### config.mk
export PLATFORM = sky130hd
export DESIGN_NAME = fir_s2p_packer_flat
export DESIGN_NICKNAME = d
export VERILOG_FILES = /design/src/rtl/fir_pkg.sv /design/src/rtl/fir_s2p_packer_if.sv /design/src/rtl/fir_s2p_packer.sv /design/src/flat_wrapper.sv
export SDC_FILE = /design/constraint.sdc
export NUM_CORES = 1
export LEC_CHECK = 0
export CAP_MARGIN = 5
export CORE_ASPECT_RATIO = 1.25
export CORE_MARGIN = 2
export CORE_UTILIZATION = 40
export DETAILED_ROUTE_END_ITERATION = 6
export PLACE_DENSITY_LB_ADDON = 0.25
export SYNTH_ARGS = -nofsm -noshare
export SYNTH_HDL_FRONTEND = slang
export SYNTH_SLANG_ARGS = --single-unit
### constraint.sdc
create_clock -name CLK -period 3.28 [get_ports CLK]
set_input_delay 0.328 -clock CLK [delete_from_list [all_inputs] [get_ports CLK]]
set_output_delay 0.328 -clock CLK [all_outputs]
set_load 0.05 [all_outputs]
### src/rtl/fir_pkg.sv
// Shared types and constants for the myfir front-end (sample width, unfolding factor, packer phase).
package fir_pkg;
    localparam int NB = 14;
    localparam int P  = 3;

    typedef logic signed [NB-1:0] sample_t;

    typedef enum logic [1:0] {
        PH0 = 2'd0,
        PH1 = 2'd1,
        PH2 = 2'd2
    } phase_t;
endpackage

### src/rtl/fir_s2p_packer_if.sv
// Serial-in / 3-wide-out bus of the packer. FLUSH exists only when PACKER_FLUSH_EN is defined.
interface fir_s2p_packer_if;
    import fir_pkg::*;

    logic    VIN;
    sample_t DIN;
    logic    SYNC;
`ifdef PACKER_FLUSH_EN
    logic    FLUSH;
`endif
    sample_t DOUT0;
    sample_t DOUT1;
    sample_t DOUT2;
    logic    VOUT;

    modport master (
        output VIN, DIN, SYNC,
`ifdef PACKER_FLUSH_EN
        output FLUSH,
`endif
        input  DOUT0, DOUT1, DOUT2, VOUT
    );

    modport slave (
        input  VIN, DIN, SYNC,
`ifdef PACKER_FLUSH_EN
        input  FLUSH,
`endif
        output DOUT0, DOUT1, DOUT2, VOUT
    );
endinterface

### src/rtl/fir_s2p_packer.sv
// Packs accepted serial samples into groups of three for the unfolded FIR (DOUT0 = oldest).
// Optional macro PACKER_FLUSH_EN adds FLUSH, which emits a zero-padded partial group.
module fir_s2p_packer #(
    parameter int NB = 14,
    parameter int P  = 3
) (
    input logic             CLK,
    input logic             RST_n,
    fir_s2p_packer_if.slave bus
);
    import fir_pkg::*;

    if (P != 3 || NB != fir_pkg::NB) begin : g_bad_cfg
        $error("fir_s2p_packer supports only P=3 and NB=fir_pkg::NB");
    end

    phase_t  phase_q, phase_d, ph;
    sample_t slot0_q, slot0_d, slot1_q, slot1_d;
    sample_t dout0_q, dout0_d, dout1_q, dout1_d, dout2_q, dout2_d;
    logic    vout_q, vout_d;

    always_ff @(posedge CLK or negedge RST_n) begin
        if (!RST_n) begin
            phase_q <= PH0;
            slot0_q <= '0;
            slot1_q <= '0;
            dout0_q <= '0;
            dout1_q <= '0;
            dout2_q <= '0;
            vout_q  <= 1'b0;
        end else begin
            phase_q <= phase_d;
            slot0_q <= slot0_d;
            slot1_q <= slot1_d;
            dout0_q <= dout0_d;
            dout1_q <= dout1_d;
            dout2_q <= dout2_d;
            vout_q  <= vout_d;
        end
    end

    always_comb begin
        // The unused encoding 3 falls back to PH0; SYNC forces a fresh group.
        ph = (phase_q == PH1 || phase_q == PH2) ? phase_q : PH0;
        if (bus.SYNC) ph = PH0;

        phase_d = ph;
        slot0_d = slot0_q;
        slot1_d = slot1_q;
        dout0_d = dout0_q;
        dout1_d = dout1_q;
        dout2_d = dout2_q;
        vout_d  = 1'b0;

        if (bus.VIN) begin
            unique case (ph)
                PH0: begin
                    slot0_d = bus.DIN;
                    phase_d = PH1;
                end
                PH1: begin
                    slot1_d = bus.DIN;
                    phase_d = PH2;
                end
                default: begin
                    dout0_d = slot0_q;
                    dout1_d = slot1_q;
                    dout2_d = bus.DIN;
                    vout_d  = 1'b1;
                    phase_d = PH0;
                end
            endcase
        end

`ifdef PACKER_FLUSH_EN
        // Pad after the current sample is placed; a completed group already left phase at PH0.
        if (bus.FLUSH && !bus.SYNC && phase_d != PH0) begin
            dout0_d = slot0_d;
            dout1_d = (phase_d == PH2) ? slot1_d : '0;
            dout2_d = '0;
            vout_d  = 1'b1;
            phase_d = PH0;
        end
`endif
    end

    assign bus.DOUT0 = dout0_q;
    assign bus.DOUT1 = dout1_q;
    assign bus.DOUT2 = dout2_q;
    assign bus.VOUT  = vout_q;
endmodule

### src/flat_wrapper.sv
// flat-port wrapper written by rule: the top's interface ports become plain ports
module fir_s2p_packer_flat import fir_pkg::*;
#(
    parameter int NB = 14,
    parameter int P  = 3
)
  (CLK, RST_n, bus_VIN, bus_DIN, bus_SYNC, bus_DOUT0, bus_DOUT1, bus_DOUT2, bus_VOUT);
  fir_s2p_packer_if bus_i ();
  input logic CLK;
  input logic RST_n;
  input wire logic [$bits(bus_i.VIN)-1:0] bus_VIN;
  input wire logic [$bits(bus_i.DIN)-1:0] bus_DIN;
  input wire logic [$bits(bus_i.SYNC)-1:0] bus_SYNC;
  output wire logic [$bits(bus_i.DOUT0)-1:0] bus_DOUT0;
  output wire logic [$bits(bus_i.DOUT1)-1:0] bus_DOUT1;
  output wire logic [$bits(bus_i.DOUT2)-1:0] bus_DOUT2;
  output wire logic [$bits(bus_i.VOUT)-1:0] bus_VOUT;
  assign bus_i.VIN = bus_VIN;
  assign bus_i.DIN = bus_DIN;
  assign bus_i.SYNC = bus_SYNC;
  assign bus_DOUT0 = bus_i.DOUT0;
  assign bus_DOUT1 = bus_i.DOUT1;
  assign bus_DOUT2 = bus_i.DOUT2;
  assign bus_VOUT = bus_i.VOUT;
  fir_s2p_packer #(.NB(NB), .P(P)) u_core (.CLK(CLK), .RST_n(RST_n), .bus(bus_i));
endmodule
# ---- Word level (Yosys, flattened, before mapping)
# Index checks and enable logic that the tools add are counted.
# W data, S select, Z words.
dict set report word_totals {
  out_inout_bits 43
  regBits 73
  word_cells 23
}
dict set report op_classes {
  eq_ne 3
  muxes 6
  n_bitwise 1
  reduce_logical 6
}
# cell n
set ops {}
lappend ops {{$mux W2} 3}
lappend ops {{$reduce_and A2 Y1} 3}
lappend ops {{$eq A2 B1 Y1 const B} 2}
lappend ops {{$pmux W2 S2} 1}
lappend ops {{$eq A2 B2 Y1 const B} 1}
lappend ops {{$logic_not A2 Y1} 1}
lappend ops {{$mux W1} 2}
lappend ops {{$reduce_or A2 Y1} 1}
lappend ops {{$logic_or A1 B1 Y1} 1}
lappend ops {{$not A1 Y1} 1}

# ---- Longest topological paths before layout
dict set report logic_depth {
  word_depth 8
  mapped_depth 5
  mapped_depth_nobuf 3
}

# ---- Worst setup path before layout
# No wires, ideal clock.
dict set report synth_path {
  path_kind {reg2reg}
  from {register u_core.phase_q[0]}
  to {register u_core.dout0_q[10], in the netlist u_core.bus.DOUT0[10]}
  t_required_ns 3.155
  setup_time_ns 0.125
  path_slack_ns 1.705
  path_stages_with_launch 4
  n_path_buf 1
  t_arrival_ns 1.450
  cell_sequence {dfrtp_1 > nor4b_4 > buf_6 > mux2_4}
}
dict set report synth_between {
  elab_chain_cells 8
  word_cells_on_any_way 10
  cone_classes {eq/ne (3); mux (2); bitwise (1); reduce/logical (4)}
}
# element line_no
set synth_rtl {}
lappend synth_rtl {{start: declaration} fir_s2p_packer.sv:17} ;# phase_t phase_q, phase_d, ph;
lappend synth_rtl {{start signal: assignment} fir_s2p_packer.sv:32} ;# phase_q <= phase_d;
lappend synth_rtl {{$eq A2 B1 Y1 or $eq A2 B2 Y1 (tied branches)} fir_s2p_packer.sv:44} ;# ph = (phase_q == PH1 || phase_q == PH2) ? phase_q : PH0;
lappend synth_rtl {{$logic_or A1 B1 Y1} fir_s2p_packer.sv:44}
lappend synth_rtl {{$mux W2 (*)} fir_s2p_packer.sv:44}
lappend synth_rtl {{$mux W2 (*)} fir_s2p_packer.sv:45} ;# if (bus.SYNC) ph = PH0;
lappend synth_rtl {{$eq A2 B1 Y1 or $logic_not A2 Y1 (tied branches)} fir_s2p_packer.sv:56} ;# unique case (ph)
lappend synth_rtl {{$reduce_or A2 Y1 (no line) (*)} -}
lappend synth_rtl {{$not A1 Y1 (no line) (*)} -}
lappend synth_rtl {{$reduce_and A2 Y1 (no line) (*)} -}
lappend synth_rtl {{end signal: assignment} fir_s2p_packer.sv:35} ;# dout0_q <= dout0_d;
lappend synth_rtl {{end: declaration} fir_s2p_packer.sv:19} ;# sample_t dout0_q, dout0_d, dout1_q, dout1_d, dout2_q, dout2_d;
# Every way passes the cells marked *; elsewhere a longest branch is shown, timed or not.
# A chain may end at the register's enable or synchronous reset.

# ---- Worst setup path in the final report
dict set report layout_path {
  from {input bus_SYNC}
  to {register u_core.dout1_q[9], in the netlist u_core.bus.DOUT1[9]}
}
dict set report layout_between {
  elab_chain_cells 5
  word_cells_on_any_way 6
  cone_classes {eq/ne (1); mux (1); bitwise (1); reduce/logical (3)}
}
# element line_no
set layout_rtl {}
lappend layout_rtl {{start: declaration} flat_wrapper.sv:13} ;# input wire logic [$bits(bus_i.SYNC)-1:0] bus_SYNC;
lappend layout_rtl {{$mux W2 (*)} fir_s2p_packer.sv:45}
lappend layout_rtl {{$eq A2 B1 Y1 or $logic_not A2 Y1 (tied branches)} fir_s2p_packer.sv:56}
lappend layout_rtl {{$reduce_or A2 Y1 (no line) (*)} -}
lappend layout_rtl {{$not A1 Y1 (no line) (*)} -}
lappend layout_rtl {{$reduce_and A2 Y1 (no line) (*)} -}
lappend layout_rtl {{end signal: assignment} fir_s2p_packer.sv:36} ;# dout1_q <= dout1_d;
lappend layout_rtl {{end: declaration} fir_s2p_packer.sv:19}
# Marked as above.

==> key figures <==
Drt
  • Routed via count: 1,558
  • Met3 Wirelength: 317 um
  • Post-Route WL: 4930 um
  • Routed Antenna Nets: 0
  • Drt wl/cell: around 15 um
  • Vias/cell: 4.82
  • TritonRoute pass-1 iters: 4
  • Met2 Routed Length: about 2300 um
  • Starting DRT DRC Count: 67
  • Top Metal Used: met4
  • # DRC: 0
  • Met1 wire length: 2250 um

Worst hold path
  • Worst hold path type: input pin to asynchronous set/reset pin

Placement
  • IO buf count: 60
  • DP HPWL: 3100 um
  • Gpl congestion: roughly 0.68
  • Post-DP Area: 3530 um2

Timing
  • Worst rel slew slack: 39.9%
  • Worst hold slack: 0.0986 ns
  • Crit share post-route: 60.7%
  • F_max: between 500 and 600 MHz
  • Final Critical Period: 1.99 ns
  • Pin slew with the least headroom to its limit: 0.901 ns
  • Slew Limit Fails: 0
  • Clk_skew: 0.00764 ns
  • Final setup viols: 0
  • Final Hold Vio Count: 0
  • Fin Setup TNS: 0 ns
  • RSZ-0062 raised after global routing: false

Global routing
  • Grt ovf: 0
  • Total global-route track usage: a little over an eighth
  • Antenna violations before repair: 0
  • Global-route wire length before repair: roughly 8000 um
  • Largest net degree at the start of global routing: 74
  • Vias in the first global route: 1,629

CTS
  • Root Buffer: clkbuf_8
  • CTS tree: built
  • Post-CTS setup buffers: 0
  • Post-CTS Resized: 0
  • Clock insertion delay at the later pin of the skew report: 0.34 ns
  • CTS Sinks: 73
  • Maximum clock path buffer count: 2
  • H-Tree Depth: 3
  • TritonCTS Buffers: 9
  • Clock slew at reported path FFs: 0.07 ns
  • CTS Hold Buffers Added: 0

Setup path
  • Worst reg-to-reg path cell count: 3
  • Crit path launch type: input pin
  • Worst reg2reg path endpoint: u_core.bus.DOUT1[9]$_DFFE_PN0P_
  • Internal reg-to-reg setup slack: 1.38 ns
  • Critical-path cell list: clkdlybuf4s50_1 > nor4b_4 > buf_4 > mux2_2
  • Worst stage delay on the critical path: approximately 0.57 ns
  • Worst Path Arrival: 2.21 ns
  • Worst EP required: between 3 and 4 ns
  • Worst-path cell with the longest stage delay: clkdlybuf4s50_1
  • Crit path max fanout: 43
  • Worst R2R Start: u_core.phase_q[1]$_DFF_PN0_
  • CP Buf/Inv Count: 2
  • CP Capture Type: register
  • Delay-heaviest family, CP: buffers and inverters
  • Worst Path Class, Setup: input pin to register

Die
  • Row cnt: 34
  • Die W: 79.8 um
  • Core area: 6980 um2
  • Die Height: approximately 99 um
  • Initial Utilization: around two fifths
  • Die area: 7870 um2
  • # IOs: 61

Synth
  • Synthesized Nets: about 180
  • Synth Register Bits: 73
  • Synthesized area per cell: approximately 18 um2
  • Register area share after synthesis: 63.6%
  • Synth warn: 0
  • Distinct cell type count after synthesis: 18
  • Cell Area, Synth: 2870 um2
  • Gate Count Post-Synth: 164

Status
  • Status: finished clean

Layout
  • Share of layout cells above drive strength 1: 38.6%
  • Finished Cell Area: roughly 3700 um2
  • Nets: 248
  • Fillcell total: about 600
  • N_diodes: 0
  • Area added between synthesis and finish: 28.2%

Job
  • Max cap viols: 0

Power
  • LEAKAGE: 1.58 nW
  • Peak VDD IR: 494 uV
  • Power Density: 874 nW/um2
-- layer usage --
layer	GRT usage, %	vias up
li1	-	711
met1	17.4	791
met2	19.9	47
met3	5.49	9
met4	6.65	0
met5	0	-
-- metrics by stage --
stage               utilization [%]  power (W)  setup slack (ns)  cells
detailed placement             50.6    0.00268             0.927    309
finish                         52.7    0.00321              1.29    323
global placement               50.6    0.00266             0.955    309
CTS                            52.7    0.00326              1.29    323
global route                   52.7    0.00336              1.20    323
floorplan                         -    0.00221              1.71    164
-- final cells by class --
class,instances,area (um2),area share (%)
flip-flops and latches,73,1830,49.7
well taps,90,113,3.06
clock buffers,11,131,3.57
multi-input cells,82,967,26.3
inverters,2,7.51,0.204
clock inverters,3,20.0,0.544
repair buffers,62,613,16.7
-- flip-flops by register name, summed over array words and instances, names as in the netlist --
| register | cells |
|---|---|
| u_core.bus.DOUT0 | 14 |
| u_core.slot0_q | 14 |
| u_core.phase_q | 2 |
| u_core.slot1_q | 14 |
| u_core.bus.DOUT1 | 14 |
| u_core.bus.VOUT | 1 |
| u_core.bus.DOUT2 | 14 |
-- kinds of logic after synthesis --
family / share of synthesized area [%]
flip-flops: 63.6
buffers and inverters: 2.66
multiplexers: 30.1
AND/OR/NAND/NOR: 2.31
AO/OA/AOI/OAI: 1.00
XOR/XNOR: 0.305
-- worst register-to-register path: cells and delay by family (launching register included) --
family                 cells  cell delay, ns
AND/OR/NAND/NOR            1            0.25
flip-flops                 1            0.53
multiplexers               1            0.44
buffers and inverters      1            0.57
-- cells in the final DEF (no fill, tap or decap), types with 2 or more instances in the layout --
master / instances
dfrtp_1: 73
clkdlybuf4s50_1: 59
mux2_2: 50
mux2_4: 20
clkbuf_8: 9
buf_4: 3
a21oi_1: 2
o21ai_0: 2
clkinvlp_4: 2
clkbuf_1: 2
-- cells in the mapped netlist --
cell type / instances / area [um2]
a21oi_1: 2 / 10.0
or3_2: 1 / 7.51
o21ai_0: 2 / 10.0
buf_4: 1 / 7.51
inv_1: 1 / 3.75
o21ai_2: 1 / 8.76
inv_2: 1 / 3.75
mux2_2: 50 / 563
xnor2_1: 1 / 8.76
buf_2: 1 / 5.00
dfrtp_1: 73 / 1830
nor4_4: 1 / 21.3
nor4b_4: 1 / 23.8
nor3_1: 1 / 5.00
nand3_1: 1 / 5.00
buf_6: 5 / 56.3
mux2_4: 20 / 300
nor2_1: 1 / 3.75
-- worst max-delay path by stage --
stage / startpoint / to / slack, ns / cells after the start
after floorplan: u_core.phase_q[0]$_DFF_PN0_ / u_core.bus.DOUT0[10]$_DFFE_PN0P_ / 1.71 / 3
after global placement: bus_VIN / u_core.bus.DOUT0[5]$_DFFE_PN0P_ / 0.95 / 5
after detailed placement: bus_SYNC / u_core.bus.DOUT0[1]$_DFFE_PN0P_ / 0.93 / 4
after CTS: bus_SYNC / u_core.bus.DOUT0[0]$_DFFE_PN0P_ / 1.29 / 4
after global routing: bus_SYNC / u_core.bus.DOUT0[0]$_DFFE_PN0P_ / 1.20 / 4
final: bus_SYNC / u_core.bus.DOUT1[9]$_DFFE_PN0P_ / 1.29 / 4
-- power by group --
group,switching [W],internal (W)
Combinational,0.000805,0.000546
Clock,0.000299,0.000265
Sequential,0.000141,0.00116
(Power assumes the default switching activity.)
==> RTL edit, RTL diff (config.mk and constraints unchanged) <==
The 3 values of `phase_t` get a one-hot encoding in 3 bits.
--- a/src/rtl/fir_pkg.sv
+++ b/src/rtl/fir_pkg.sv
@@ -7,6 +7,6 @@
 
-    typedef enum logic [1:0] {
-        PH0 = 2'd0,
-        PH1 = 2'd1,
-        PH2 = 2'd2
+    typedef enum logic [2:0] {
+        PH0 = 3'b001,
+        PH1 = 3'b010,
+        PH2 = 3'b100
     } phase_t;
Function: no difference found for any inputs over 10 cycles, from zero or initial values and one cycle with RST_n low; not proved beyond that.
==> RTL edit against the unedited design <==
Critical endpoint is now u_core.slot0_q[2]$_DFFE_PN0P_; synthesized cell count grew 3.7%; critical path depth stayed put; die area down 1.0%; sequential cell count grew 1; count of clock-buffer cells in the layout stayed put; design area up 1.2%; register-to-register slack worse by 0.12 ns; worst setup slack worse by 0.056 ns; routed wire length down 0.69%; area after synthesis is 1.1% lower.
Power is not compared: it rests on default switching activity, and its combinational part moved more than twofold at a synthesized area within 25%.
==> RTL edit: results (changes against the unedited design) <==
Critical path
  • Critical Path Slowest Stage Cell: o21ai_2
  • Critical Path Fanout Max: 14 (-67%)
  • Max stage delay on crit path: 0.72 ns (+0.15 ns)

Power
  • Worst IR Drop VDD: 334 uV
  • Leakage power: ~0.0017 uW

Timing
  • Final clock skew: 0.00725 ns (-0.000399 ns)
  • Slew at the pin closest to its max-slew limit: 0.880 ns (-0.0219 ns)

Cells and area
  • Share of post-route cells with drive strength above 1: 0.378 (-0.00867)
  • Ant diodes: 0 (unchanged)
  • Final net count: 254 (+2.4%)
  • Fillers: 611 (+2.0%)

Clocking
  • Reg clk slew, reported paths: around 0.080 ns
  • CTS max path bufs: 2 (unchanged)
  • H-Tree Depth: 3 (unchanged)
  • Latest clock arrival within the worst-skew pair: approximately 0.33 ns
  • Post-CTS Setup Inserts: 0 (unchanged)
  • Root Buffer: clkbuf_8
  • Total CTS buffers: 9 (unchanged)
  • PostCTS Resize Cnt: 0 (unchanged)

Detailed routing
  • Met3 wire len: 209 um (-34%)
  • Routed via count: 1,625 (+4.3%)
  • Wire per inst: 14.8 um (-3.1%)
  • Drt pass-1 iters: 2 (-2)
  • Met2 WL: 2390 um (+5.6%)
  • # DRC: 0 (unchanged)
  • M1 WL: 2170 um (-3.2%)
  • Drt first-iter violations: 56 (-16%)
  • Top Layer Used: met4

Synth
  • Top post-synthesis cells by area: dfrtp_1 (64%), mux2_2 (26%), mux2_1 (2.0%)
  • Synth Area in XOR/XNOR: 0.00309 (+0.0000336)
  • Ys Warns: 0 (unchanged)
  • Post-synthesis mux area share: 0.278 (-0.0231)
  • FFs w/ async S/R, synth: 1.00 (unchanged)
  • Syn_nets: 188 (+3.3%)
  • Commonest cells in the netlist: dfrtp_1 (73), mux2_2 (65), mux2_1 (5)
  • Post-synth EDFFs: 0 (unchanged)
  • Yosys cell types: 23 (+5)
  • Synth Area in Adders: 0 (unchanged)
  • Synth Area in Compound Gates: 0.0181 (+0.00804)
  • Synth Flop Type: dfrtp_1
  • Sequential-to-total area share from yosys stat: 0.653 (+0.0163)

Place
  • Input/output buffers: 60 (unchanged)
  • Detail Placement HPWL: 3280 um (+6.0%)
  • RD Place Congestion: 0.692 (+1.2%)
  • DP Worst Slack: 0.884 ns (-0.0425 ns)

Global routing
  • First-pass GRT wire length: 8270 um (+3.1%)
  • Largest net degree at the start of global routing: 41 (-45%)
  • Initial antenna violation count: 0 (unchanged)
  • Number of global-route vias before repair: 1,743 (+7.0%)
  • Total Routing Usage GR: 0.141 (+0.00514)

Status
  • Status: complete, no violations

Worst hold path
  • Min-delay worst type: in -> async
RTL edit: area by class of cell:
type	instances	area (sq um)	share of cell area
repair buffers	64	626	0.168
clock buffers	11	141	0.0380
multi-input cells	87	912	0.245
flip-flops and latches	74	1850	0.498
well taps	90	113	0.0303
clock inverters	5	77.6	0.0208
RTL edit: worst paths after layout:
| kind | slack, ns | startpoint | cells after the start | to |
|---|---|---|---|---|
| max reg2reg | 1.26 | u_core.phase_q[0]$_DFF_PN1_ | 3 | u_core.slot0_q[2]$_DFFE_PN0P_ |
| min | 0.11 | RST_n | 1 | u_core.phase_q[1]$_DFF_PN0_ |
| max in group asynchronous | 2.34 | RST_n | 2 | u_core.slot1_q[1]$_DFFE_PN0P_ |
| min in group CLK | 0.49 | u_core.slot1_q[2]$_DFFE_PN0P_ | 1 | u_core.bus.DOUT1[2]$_DFFE_PN0P_ |
| min reg2reg | 0.49 | u_core.slot1_q[2]$_DFFE_PN0P_ | 1 | u_core.bus.DOUT1[2]$_DFFE_PN0P_ |
| max | 1.23 | bus_SYNC | 4 | u_core.slot0_q[2]$_DFFE_PN0P_ |
RTL edit: routing by layer:
layer / up-vias / global-route usage
met3: 9 / 0.0323
met2: 42 / 0.212
li1: 733 / -
met4: 0 / 0.0902
met1: 841 / 0.182
met5: - / 0
RTL edit: cell families after synthesis:
family          Yosys count
xor+xnor                  1
buf+inv                   9
mux                      70
simple gates              9
compound gates            7
flops                    74
RTL edit: power by group:
group | internal (uW) | switching (uW) | total, uW
combinational | 219 | 292 | 512
sequential | 1050 | 72.6 | 1120
clock | 447 | 315 | 762
RTL edit: critical path: cells and delay by family:
kind                   cells  cell delay [ns]
buffers and inverters      1             0.41
and+or+nand+nor            1             0.39
AOI/OAI and AO/OA          1             0.72
muxes                      1             0.41
RTL edit: stage by stage:
stage                      util  instances  cell area (sq um)
after global placement    0.505        315               3500
after floorplan               -        170               2840
after global routing      0.537        331               3720
after detailed placement  0.505        315               3500
final                     0.537        331               3720
after CTS                 0.537        331               3720
